### src/rtl/uart_arb_pkg.sv
// Shared types and constants for the UART transmit arbiter and its
// round-robin picker.
package uart_arb_pkg;

  localparam int BYTE_W = 8;

  typedef enum logic [0:0] {
    IDLE   = 1'b0,
    LOCKED = 1'b1
  } arb_state_e;

  // Index width for n requesters; never collapses to zero bits.
  function automatic int idx_width(input int n);
    return (n > 1) ? $clog2(n) : 1;
  endfunction

endpackage

### src/rtl/uart_rr_pick.sv
// Rotating-priority encoder: returns the first asserted request at or after
// last_owner+1, wrapping modulo NREQ.
module uart_rr_pick
  import uart_arb_pkg::*;
#(
  parameter int  NREQ = 2,
  localparam int IDW  = idx_width(NREQ)
) (
  input  logic [NREQ-1:0] req_i,
  input  logic [IDW-1:0]  last_owner_i,
  output logic            any_o,
  output logic [IDW-1:0]  pick_o
);

  always_comb begin
    int idx;
    any_o  = 1'b0;
    pick_o = '0;
    idx    = 0;
    for (int k = 1; k <= NREQ; k++) begin
      idx = int'(last_owner_i) + k;
      if (idx >= NREQ) idx = idx - NREQ;
      if (!any_o && req_i[IDW'(idx)]) begin
        any_o  = 1'b1;
        pick_o = IDW'(idx);
      end
    end
  end

endmodule

### src/rtl/uart_tx_arbiter.sv
// Packet-level round-robin arbiter sharing one UART transmit path between
// NREQ byte streams, with a stall watchdog that frees a silent owner.
module uart_tx_arbiter
  import uart_arb_pkg::*;
#(
  parameter int  NREQ    = 2,
  parameter int  TIMEOUT = 4096,
  localparam int IDW     = idx_width(NREQ)
) (
  input  logic                   clk_i,
  input  logic                   reset_i,
  input  logic [NREQ-1:0]        req_valid_i,
  input  logic [BYTE_W*NREQ-1:0] req_data_i,
  input  logic [NREQ-1:0]        req_last_i,
  output logic [NREQ-1:0]        req_ready_o,
  output logic                   tx_valid_o,
  output logic [BYTE_W-1:0]      tx_data_o,
  input  logic                   tx_ready_i,
  output logic [IDW-1:0]         grant_id_o,
  output logic                   busy_o,
  output logic                   timeout_evt_o
);

  localparam int              CW        = (TIMEOUT > 0) ? $clog2(TIMEOUT + 1) : 1;
  localparam logic [CW-1:0]   WD_LAST   = CW'((TIMEOUT > 0) ? TIMEOUT - 1 : 0);
  localparam logic [IDW-1:0]  LAST_INIT = IDW'(NREQ - 1);

  arb_state_e         state_q, state_d;
  logic [IDW-1:0]     grant_q, grant_d;
  logic [IDW-1:0]     last_owner_q, last_owner_d;
  logic [CW-1:0]      wd_q, wd_d;
  logic               timeout_q, timeout_d;

  logic               pick_any;
  logic [IDW-1:0]     pick_idx;
  logic [BYTE_W-1:0]  req_byte [NREQ];
  logic               own_valid;
  logic               own_last;
  logic [BYTE_W-1:0]  own_data;

  for (genvar g = 0; g < NREQ; g++) begin : g_unpack
    assign req_byte[g] = req_data_i[g*BYTE_W +: BYTE_W];
  end

  assign own_valid = req_valid_i[grant_q];
  assign own_last  = req_last_i[grant_q];
  assign own_data  = req_byte[grant_q];

  uart_rr_pick #(
    .NREQ(NREQ)
  ) u_pick (
    .req_i        (req_valid_i),
    .last_owner_i (last_owner_q),
    .any_o        (pick_any),
    .pick_o       (pick_idx)
  );

  always_ff @(posedge clk_i) begin
    if (reset_i) begin
      state_q      <= IDLE;
      grant_q      <= '0;
      last_owner_q <= LAST_INIT;
      wd_q         <= '0;
      timeout_q    <= 1'b0;
    end else begin
      state_q      <= state_d;
      grant_q      <= grant_d;
      last_owner_q <= last_owner_d;
      wd_q         <= wd_d;
      timeout_q    <= timeout_d;
    end
  end

  // While locked the owner is wired straight through; the watchdog only
  // advances on cycles where the owner presents nothing.
  always_comb begin
    state_d      = state_q;
    grant_d      = grant_q;
    last_owner_d = last_owner_q;
    wd_d         = wd_q;
    timeout_d    = 1'b0;
    tx_valid_o   = 1'b0;
    tx_data_o    = '0;
    req_ready_o  = '0;

    case (state_q)
      IDLE: begin
        wd_d = '0;
        if (pick_any) begin
          grant_d = pick_idx;
          state_d = LOCKED;
        end
      end

      LOCKED: begin
        tx_valid_o           = own_valid;
        tx_data_o            = own_valid ? own_data : '0;
        req_ready_o[grant_q] = tx_ready_i;
        if (own_valid) begin
          wd_d = '0;
          if (tx_ready_i && own_last) begin
            state_d      = IDLE;
            last_owner_d = grant_q;
          end
        end else if (TIMEOUT != 0) begin
          if (wd_q == WD_LAST) begin
            state_d      = IDLE;
            last_owner_d = grant_q;
            timeout_d    = 1'b1;
            wd_d         = '0;
          end else begin
            wd_d = wd_q + 1'b1;
          end
        end
      end

      default: state_d = IDLE;
    endcase
  end

  assign grant_id_o    = grant_q;
  assign busy_o        = (state_q == LOCKED);
  assign timeout_evt_o = timeout_q;

endmodule
### config.mk
export PLATFORM = sky130hd
export DESIGN_NAME = uart_tx_arbiter
export DESIGN_NICKNAME = d
export VERILOG_FILES = /design/src/rtl/uart_arb_pkg.sv /design/src/rtl/uart_rr_pick.sv /design/src/rtl/uart_tx_arbiter.sv
export SDC_FILE = /design/constraint.sdc
export NUM_CORES = 1
export LEC_CHECK = 0
export ABC_AREA = 1
export CAP_MARGIN = 25
export CORE_MARGIN = 8
export CORE_UTILIZATION = 30
export CTS_CLUSTER_DIAMETER = 40
export DETAILED_ROUTE_END_ITERATION = 10
export PLACE_DENSITY = 0.58
export SLEW_MARGIN = 5
export SYNTH_ARGS = -nofsm -noshare
export SYNTH_HDL_FRONTEND = slang
export SYNTH_SLANG_ARGS = --single-unit
### constraint.sdc
create_clock -name clk_i -period 1.5 [get_ports clk_i]
set_input_delay 0.3 -clock clk_i [delete_from_list [all_inputs] [get_ports clk_i]]
set_output_delay 0.3 -clock clk_i [all_outputs]
set_load 0.005 [all_outputs]
### Yosys cells after proc, flatten, opt, wreduce, memory -nomap -nowiden

Cells that the tools add are included.

| cells by class | value |
|---|---|
| reduce and logical (&&, ||, !) cells | 8 |
| multiplexer cells | 35 |
| equal/unequal tests | 2 |
| bitwise logic cells | 3 |
| $lt $le $gt $ge | 7 |
| add/sub/neg operators | 5 |

Operators by type and width:

| cell | number |
|---|---|
| 8-bit two-way mux | 5 |
| 13-bit two-way mux | 2 |
| 13-bit case mux with 2 select lines | 1 |
| 1-bit two-way mux | 24 |
| 13-bit by 1-bit adder with 13-bit output, second input constant | 1 |
| 13-bit by 12-bit equality test with 1-bit output, second input constant | 1 |
| 1-bit by 3-bit < comparator with 1-bit output, second input constant | 2 |
| 2-bit greater-or-equal comparator, second input constant | 2 |
| 1-bit by 2-bit adder with 3-bit output, second input constant | 1 |
| 3-bit by 2-bit greater-or-equal comparator with 1-bit output, second input constant | 1 |
| 1-bit logical AND | 3 |
| 3-bit AND reduction | 1 |
| 3-bit OR reduction | 1 |
| 1-bit by 1-bit adder with 2-bit output, second input constant | 1 |
| 2-bit bitwise AND | 1 |
| 1-bit by 2-bit < comparator with 1-bit output, second input constant | 1 |
| 2-bit two-way mux | 1 |
| 2-bit by 1-bit inequality test with 1-bit output, second input constant | 1 |
| 1-bit inverter with 2-bit output | 1 |
| 1-bit case mux with 2 select lines | 1 |
| 2-bit AND reduction | 1 |
| 2-bit nonzero test | 1 |
| 1-bit subtractor, second input constant | 2 |
| 1-bit demux with 1-bit select | 1 |
| other kinds (3) | 3 |

| word-level totals | value |
|---|---|
| input bits | 23 |
| logic and storage cells | 65 |
| bits in registers | 17 |
| output and inout bits | 14 |

### Logic depth before layout (Yosys ltp)

Gate-level depths: netlist (run 1).

| logic depth | value |
|---|---|
| depth in word-level cells | 12 |
| depth in mapped cells | 9 |
| depth with buffers taken out | 9 |

### By module

A second synthesis (run 1) with hierarchy kept.

| unflattened totals | value |
|---|---|
| cell total of the unflattened synthesis | 140 |
| area, all modules | 944.7 um^2 |

Modules (own cells, without submodules):

| module | times used | cells each | area each (um^2) |
|---|---|---|---|
| uart_tx_arbiter | 1 | 137 | 927.1 |
| uart_rr_pick | 1 | 3 | 17.5 |

### Least setup slack after synthesis (run 1)

No wires, ideal clock.

| path | value |
|---|---|
| path kind | reg-to-output |
| start | register grant_q, in the netlist grant_id_o |
| end | output port tx_data_o[0] |
| path buffers | 0 |
| cell stages (with the launch flop) | 7 |
| arrival | 1032 ps |
| path slack | 168 ps |
| path through | dfxtp_1 nand2_1 nand2_2 inv_1 nor2_2 inv_2 a21oi_1 |

| between the ends | value |
|---|---|
| word-level cells in the longest chain between the ends | 6 |
| elaborated cells between the ends (all ways) | 8 |
| those cells by class | 7 x mux; 1 x bitwise |

Ends and longest elaborated chain:

| what | line | text |
|---|---|---|
| start: declaration | uart_tx_arbiter.sv:29 | `logic [IDW-1:0] grant_q, grant_d;` |
| start signal: assignment | uart_tx_arbiter.sv:67 | `grant_q <= grant_d;` |
| 1-bit inverter with 2-bit output (implied by the code) | uart_tx_arbiter.sv:47 | `assign own_data = req_byte[grant_q];` |
| 8-bit two-way mux (implied by the code) (3 in a row) | uart_tx_arbiter.sv:47 |  |
| 8-bit two-way mux * | uart_tx_arbiter.sv:97 | `tx_data_o = own_valid ? own_data : '0;` |
| 8-bit two-way mux * | uart_tx_arbiter.sv:86 | `case (state_q)` |
| end: declaration | uart_tx_arbiter.sv:17 | `output logic [BYTE_W-1:0] tx_data_o,` |

Mark *: on every way between the ends. The rest lies on a longest branch, timed or not. The select of a mux whose other input is x is not followed.

### Worst setup path after layout (run 1)

| path | value |
|---|---|
| start | register grant_q, in the netlist grant_id_o |
| end | output port tx_data_o[1] |

The elaborated chain is that of the path after synthesis.

==> results of run 1 <==
==> metal layers <==
metal / up-vias / wire length, um / GRT usage
met5: - / 0 / 0
met4: 0 / 36 / 0.0476
met3: 2 / 243 / 0.0358
met2: 41 / 1260 / 0.174
met1: 475 / 1270 / 0.132
li1: 558 / - / -
==> cells by family (layout without fill, tap and decap cells) <==
logic type	Yosys count	count (layout)	share of synthesized area
adder cells (fa/ha/maj)	1	1	0.0133
flip-flops	17	17	0.361
AND/OR/NAND/NOR	84	84	0.427
XOR/XNOR	5	5	0.0464
buffers and inverters	18	73	0.0729
AO/OA/AOI/OAI	15	15	0.0796
==> repair_timing <==
| action | 4_1_cts | 5_1_grt |
|---|---|---|
| pin swaps | 3 | 2 |
| gates resized for setup | 59 | 15 |
| buffers inserted | 4 | 2 |
| cloned | 0 | 0 |
| endpoints found under the setup margin | 13 | 16 |
==> cell type report <==
| cell class | instances | area share |
|---|---|---|
| timing repair buffer | 53 | 0.289 |
| inverter | 16 | 0.0437 |
| tap | 44 | 0.0356 |
| clock inverter | 1 | 0.00324 |
| multi-input combinational | 105 | 0.390 |
| sequential | 17 | 0.223 |
| clock buffer | 3 | 0.0146 |
==> synth_stat cells (3+ instances only) <==
master	count
nor2_2	3
nand2_2	3
dfxtp_1	17
nand3_1	9
nor3_1	7
nor2_1	19
nand2_1	35
xor2_1	3
inv_2	4
inv_1	12
a21oi_1	13
==> per-stage QoR <==
stage	power, mW	cells
3_5_place_dp	0.693	230
4_1_cts	0.956	238
6_report	0.953	239
5_1_grt	1.01	239
3_3_place_gp	0.691	230
2_1_floorplan	0.549	140
==> worst max-delay path: stages, from the launching register on <==
cell and delay, ns:
dfxtp_4 0.37, inv_2 0.06, nand2_2 0.04, nand2_2 0.06
inv_2 0.05, nor2_4 0.09, buf_6 0.12, inv_8 0.04
a21oi_2 0.10, buf_2 0.13
==> flip-flops by register name, indices dropped and copies added (netlist names) <==
signal         flops
timeout_evt_o      1
last_owner_q       1
grant_id_o         1
wd_q              13
busy_o             1
==> how the worst min path moves through the flow <==
stage / depth (start not counted) / end / startpoint / slack, ns
floorplan: 1 / timeout_evt_o / reset_i / 0.38
global placement: 1 / grant_id_o / last_owner_q / 0.42
detailed placement: 1 / grant_id_o / last_owner_q / 0.42
CTS: 1 / grant_id_o / last_owner_q / 0.43
global route: 1 / grant_id_o / last_owner_q / 0.45
finish: 1 / grant_id_o / last_owner_q / 0.43
==> layout by cell type, fill, tap and decap left out, types with 6 or more instances in the layout <==
| cell | Yosys | final |
|---|---|---|
| dfxtp_1 | 17 | 15 |
| nand2_1 | 35 | 34 |
| inv_1 | 12 | 11 |
| a21oi_2 | 0 | 7 |
| nor2_1 | 19 | 19 |
| clkdlybuf4s50_1 | 0 | 22 |
| nand3_1 | 9 | 9 |
| a21oi_1 | 13 | 6 |
| buf_4 | 0 | 14 |
| buf_2 | 1 | 10 |
==> power by group <==
group | switching [mW] | internal (mW) | total (mW)
combinational | 0.107 | 0.138 | 0.246
clock | 0.145 | 0.0991 | 0.244
sequential | 0.00572 | 0.458 | 0.464
==> results.json, run 1 <==
{
  "numCtsBuffers": 3,
  "grt_antenna_before_repair": 0,
  "clock_skew_ns": 0.0147,
  "final-max-slew-violation-count": 0,
  "dp_slack_ns": -0.636,
  "grt.overflow.total": 0,
  "crit_path_end": "tx_data_o[1]",
  "die_w_um": 72.1,
  "design_area_um2": 1550,
  "drtIter0Drc": 27,
  "worstSetupStartpoint": "grant_id_o",
  "clk_pin_slew_ns": 0.09,
  "setup_viol_count_final": 10,
  "reg2reg_depth": 10,
  "async_reset_ff_frac": 0,
  "seq_area_um2": 345,
  "drive_gt1_frac": 0.318,
  "yosysSeqAreaShare": 0.361,
  "hold_class": "flop to flop",
  "worst_slew_pin_slew_ns": 0.299,
  "powerDensity_nw_per_um2": 617,
  "globalplace.congestion": 0.820,
  "syn_area_um2": 943,
  "avgSynthCellArea_um2": 6.74,
  "place_hpwl_um": 2180,
  "synth-seq-cells": 17,
  "cts_hold_buf": 0,
  "wl_um": 2810,
  "synth_edf_count": 0,
  "io_pins": 37,
  "max_cap_viol_count": 0,
  "portBuffers": 36,
  "die_h_um": 72.1,
  "violations": "negative setup slack",
  "rows": 20,
  "critPathLaunchType": "flop",
  "dieArea_um2": 5190,
  "cts-htree-levels": 1,
  "ys.flop_type": "dfxtp_1",
  "synth_fp_nets": 164,
  "rsz0062_at_grt": "true",
  "grt_pass1_vias": 1018,
  "tritoncts": "yes",
  "numClockSinks": 17,
  "vias_per_cell": 4.50,
  "fmax_mhz": 610,
  "period_share": 1.09,
  "grt_usage": 0.110,
  "holdWs_ns": 0.429,
  "tns_ns": -1.16,
  "grt_pass1_wl_um": 4620,
  "p_leak_nw": 0.634,
  "final_hold_viol_count": 0,
  "relSlewSlack": 0.799,
  "synth_area_leaders": "dfxtp_1, nand2_1, nor2_1",
  "final_util": 0.510,
  "fillers": 310,
  "arrival_ns": 1.34,
  "drc": 0,
  "synth_area_leader_cell": "dfxtp_1",
  "grt_max_degree": 12,
  "synthesis.yosys.warnings": 0,
  "area_growth_pct": 63.8,
  "multi_input_area_um2": 603,
  "reg2reg_to": "wd_q[10]",
  "crit_path_end_kind": "output pin",
  "synthCells": 140,
  "start_util": 0.312,
  "place_area_um2": 1440,
  "worstPathMaxFanout": 8,
  "dr_total_vias": 1076,
  "worstSkewPairLatency_ns": 0.29,
  "worstPathRequired_ns": 1.20,
  "ir_drop_mv": 0.500,
  "wire_per_inst_um": 11.7,
  "final_antenna_net_count": 0,
  "clockBufferDepth": 2,
  "r2r_slack_ns": 0.12,
  "setup_slack_ns": -0.141,
  "num_antenna_cells": 0,
  "r2r-start": "grant_id_o",
  "drt_pre_antenna_iters": 4,
  "outcome": "finished, violations left",
  "yosysTopAreaCellShare": 0.361,
  "fin_crit_ns": 1.64,
  "core_um2": 3030,
  "synth.distinct_cells": 22,
  "fin_nets": 220,
  "path_class": "flop to output pin",
  "cts_root_buf": "clkbuf_4"
}
Note: power is estimated with default switching activity, not from simulation.
==> run 2, diff against run 1 <==
--- a/config.mk
+++ b/config.mk
@@ -12,6 +12,7 @@
 export CTS_CLUSTER_DIAMETER = 40
 export DETAILED_ROUTE_END_ITERATION = 10
 export PLACE_DENSITY = 0.58
+export SKIP_CTS_REPAIR_TIMING = 1
 export SLEW_MARGIN = 5
 export SYNTH_ARGS = -nofsm -noshare
 export SYNTH_HDL_FRONTEND = slang
==> run 2 against run 1 <==
The flow still finishes with violations (negative setup slack); utilization is 0.99 points lower; combinational power is 5% lower; sequential power hardly changed; critical endpoint unchanged.
==> results.json, run 2 (synthesis results as in run 1) <==
{
  "final_util": 0.500,
  "largest_register_ffs": 13,
  "dieArea_um2": 5190,
  "globalplace.congestion": 0.820,
  "portBuffers": 36,
  "numCtsBuffers": 3,
  "rsz0062_at_grt": "true",
  "period_share": 1.11,
  "tns_ns": -1.40,
  "start_util": 0.312,
  "design_area_um2": 1520,
  "p_leak_nw": 0.647,
  "crit_path_max_incr_delay_ns": 0.37,
  "io_pins": 37,
  "critPathLaunchType": "flop",
  "worstSkewPairLatency_ns": 0.30,
  "grt_max_degree": 12,
  "layout_common_cells": "nand2_1, clkdlybuf4s50_1, nor2_1",
  "setup_viol_count_final": 10,
  "drtIter0Drc": 51,
  "grt_pass1_vias": 963,
  "max_cap_viol_count": 0,
  "r2r_slack_ns": 0.12,
  "outcome": "finished, violations left",
  "powerDensity_nw_per_um2": 624,
  "crit_path_end_kind": "output pin",
  "worst_slew_pin_slew_ns": 0.302,
  "grt_pass1_wl_um": 4400,
  "drive_gt1_frac": 0.301,
  "slowest_stage": "dfxtp_4",
  "place_hpwl_um": 2180,
  "grt.overflow.total": 0,
  "final_antenna_net_count": 0,
  "path_cells": "inv_2 > nand2_2 > nand2_2 > inv_2 > nor2_4 > buf_6 > inv_8 > a21oi_2 > buf_2",
  "clockBufferDepth": 2,
  "final-max-slew-violation-count": 0,
  "final_common_cell": "nand2_1",
  "place_area_um2": 1440,
  "fin_nets": 218,
  "dr_total_vias": 1054,
  "die_w_um": 72.1,
  "violations": "negative setup slack",
  "p_total_mw": 0.945,
  "vias_per_cell": 4.45,
  "holdWs_ns": 0.429,
  "cts-htree-levels": 1,
  "regMostFlops": "wd_q",
  "area_growth_pct": 60.6,
  "cts_root_buf": "clkbuf_4",
  "setup_slack_ns": -0.172,
  "core_um2": 3030,
  "path_class": "flop to output pin",
  "clock_skew_ns": 0.0165,
  "drt_pre_antenna_iters": 4,
  "wl_um": 2790,
  "final_hold_viol_count": 0,
  "drc": 0,
  "numClockSinks": 17,
  "placed_cells": 230,
  "dp_slack_ns": -0.636,
  "die_h_um": 72.1,
  "hold_class": "flop to flop",
  "ir_drop_mv": 0.504,
  "arrival_ns": 1.37,
  "rows": 20,
  "tritoncts": "yes",
  "worstPathMaxFanout": 8,
  "wire_per_inst_um": 11.8,
  "clk_pin_slew_ns": 0.09,
  "worstPathRequired_ns": 1.20,
  "fmax_mhz": 598,
  "fin_crit_ns": 1.67,
  "fillers": 316,
  "grt_antenna_before_repair": 0,
  "num_antenna_cells": 0,
  "stdcell_count": 237,
  "relSlewSlack": 0.797,
  "grt_usage": 0.104
}
-- run 2: worst max-delay path: cells and delay by family, from the launching register on --
kind	cells	cell delay (ns)
DFF	1	0.37
AOI/OAI and AO/OA	1	0.10
buffers and inverters	5	0.40
and+or+nand+nor	3	0.22
-- run 2: layout make-up --
| cell class | count | area [um2] | area share |
|---|---|---|---|
| Clock buffer | 3 | 22.5 | 0.0149 |
| Clock inverter | 1 | 5.00 | 0.00330 |
| Inverter | 16 | 67.6 | 0.0446 |
| Multi-Input combinational cell | 105 | 591 | 0.390 |
| Sequential cell | 17 | 345 | 0.228 |
| Tap cell | 44 | 55.1 | 0.0363 |
| Timing Repair Buffer | 51 | 429 | 0.283 |
-- run 2: path summary, 6_finish.rpt --
path,cells after the start,endpoint,startpoint
worst max-delay path,9,tx_data_o[1],grant_id_o
worst min-delay path,1,grant_id_o,last_owner_q
worst max register to register,8,wd_q[11],wd_q[0]
worst min register to register,1,grant_id_o,last_owner_q
-- run 2: power breakdown --
part           switching (mW)  internal, mW  total (mW)
logic                   0.104         0.130       0.234
registers             0.00540         0.458       0.464
clock network           0.148        0.0992       0.247
total                   0.258         0.688       0.945
-- run 2: layer usage --
metal | wire length, um | share of wire | vias up | global-route usage
met5 | 0 | 0 | - | 0
met4 | 36 | 0.013 | 0 | 0.0476
met3 | 205 | 0.074 | 2 | 0.0372
met2 | 1230 | 0.44 | 35 | 0.161
met1 | 1310 | 0.47 | 466 | 0.125
li1 | - | - | 551 | -
==> run 3, diff against run 2 <==
--- a/config.mk
+++ b/config.mk
@@ -11,6 +11,7 @@
 export CORE_UTILIZATION = 30
 export CTS_CLUSTER_DIAMETER = 40
 export DETAILED_ROUTE_END_ITERATION = 10
+export GPL_TIMING_DRIVEN = 1
 export PLACE_DENSITY = 0.58
 export SKIP_CTS_REPAIR_TIMING = 1
 export SLEW_MARGIN = 5
==> results of run 3 <==
The final DEF is identical to that of run 2; final timing and power are the same.
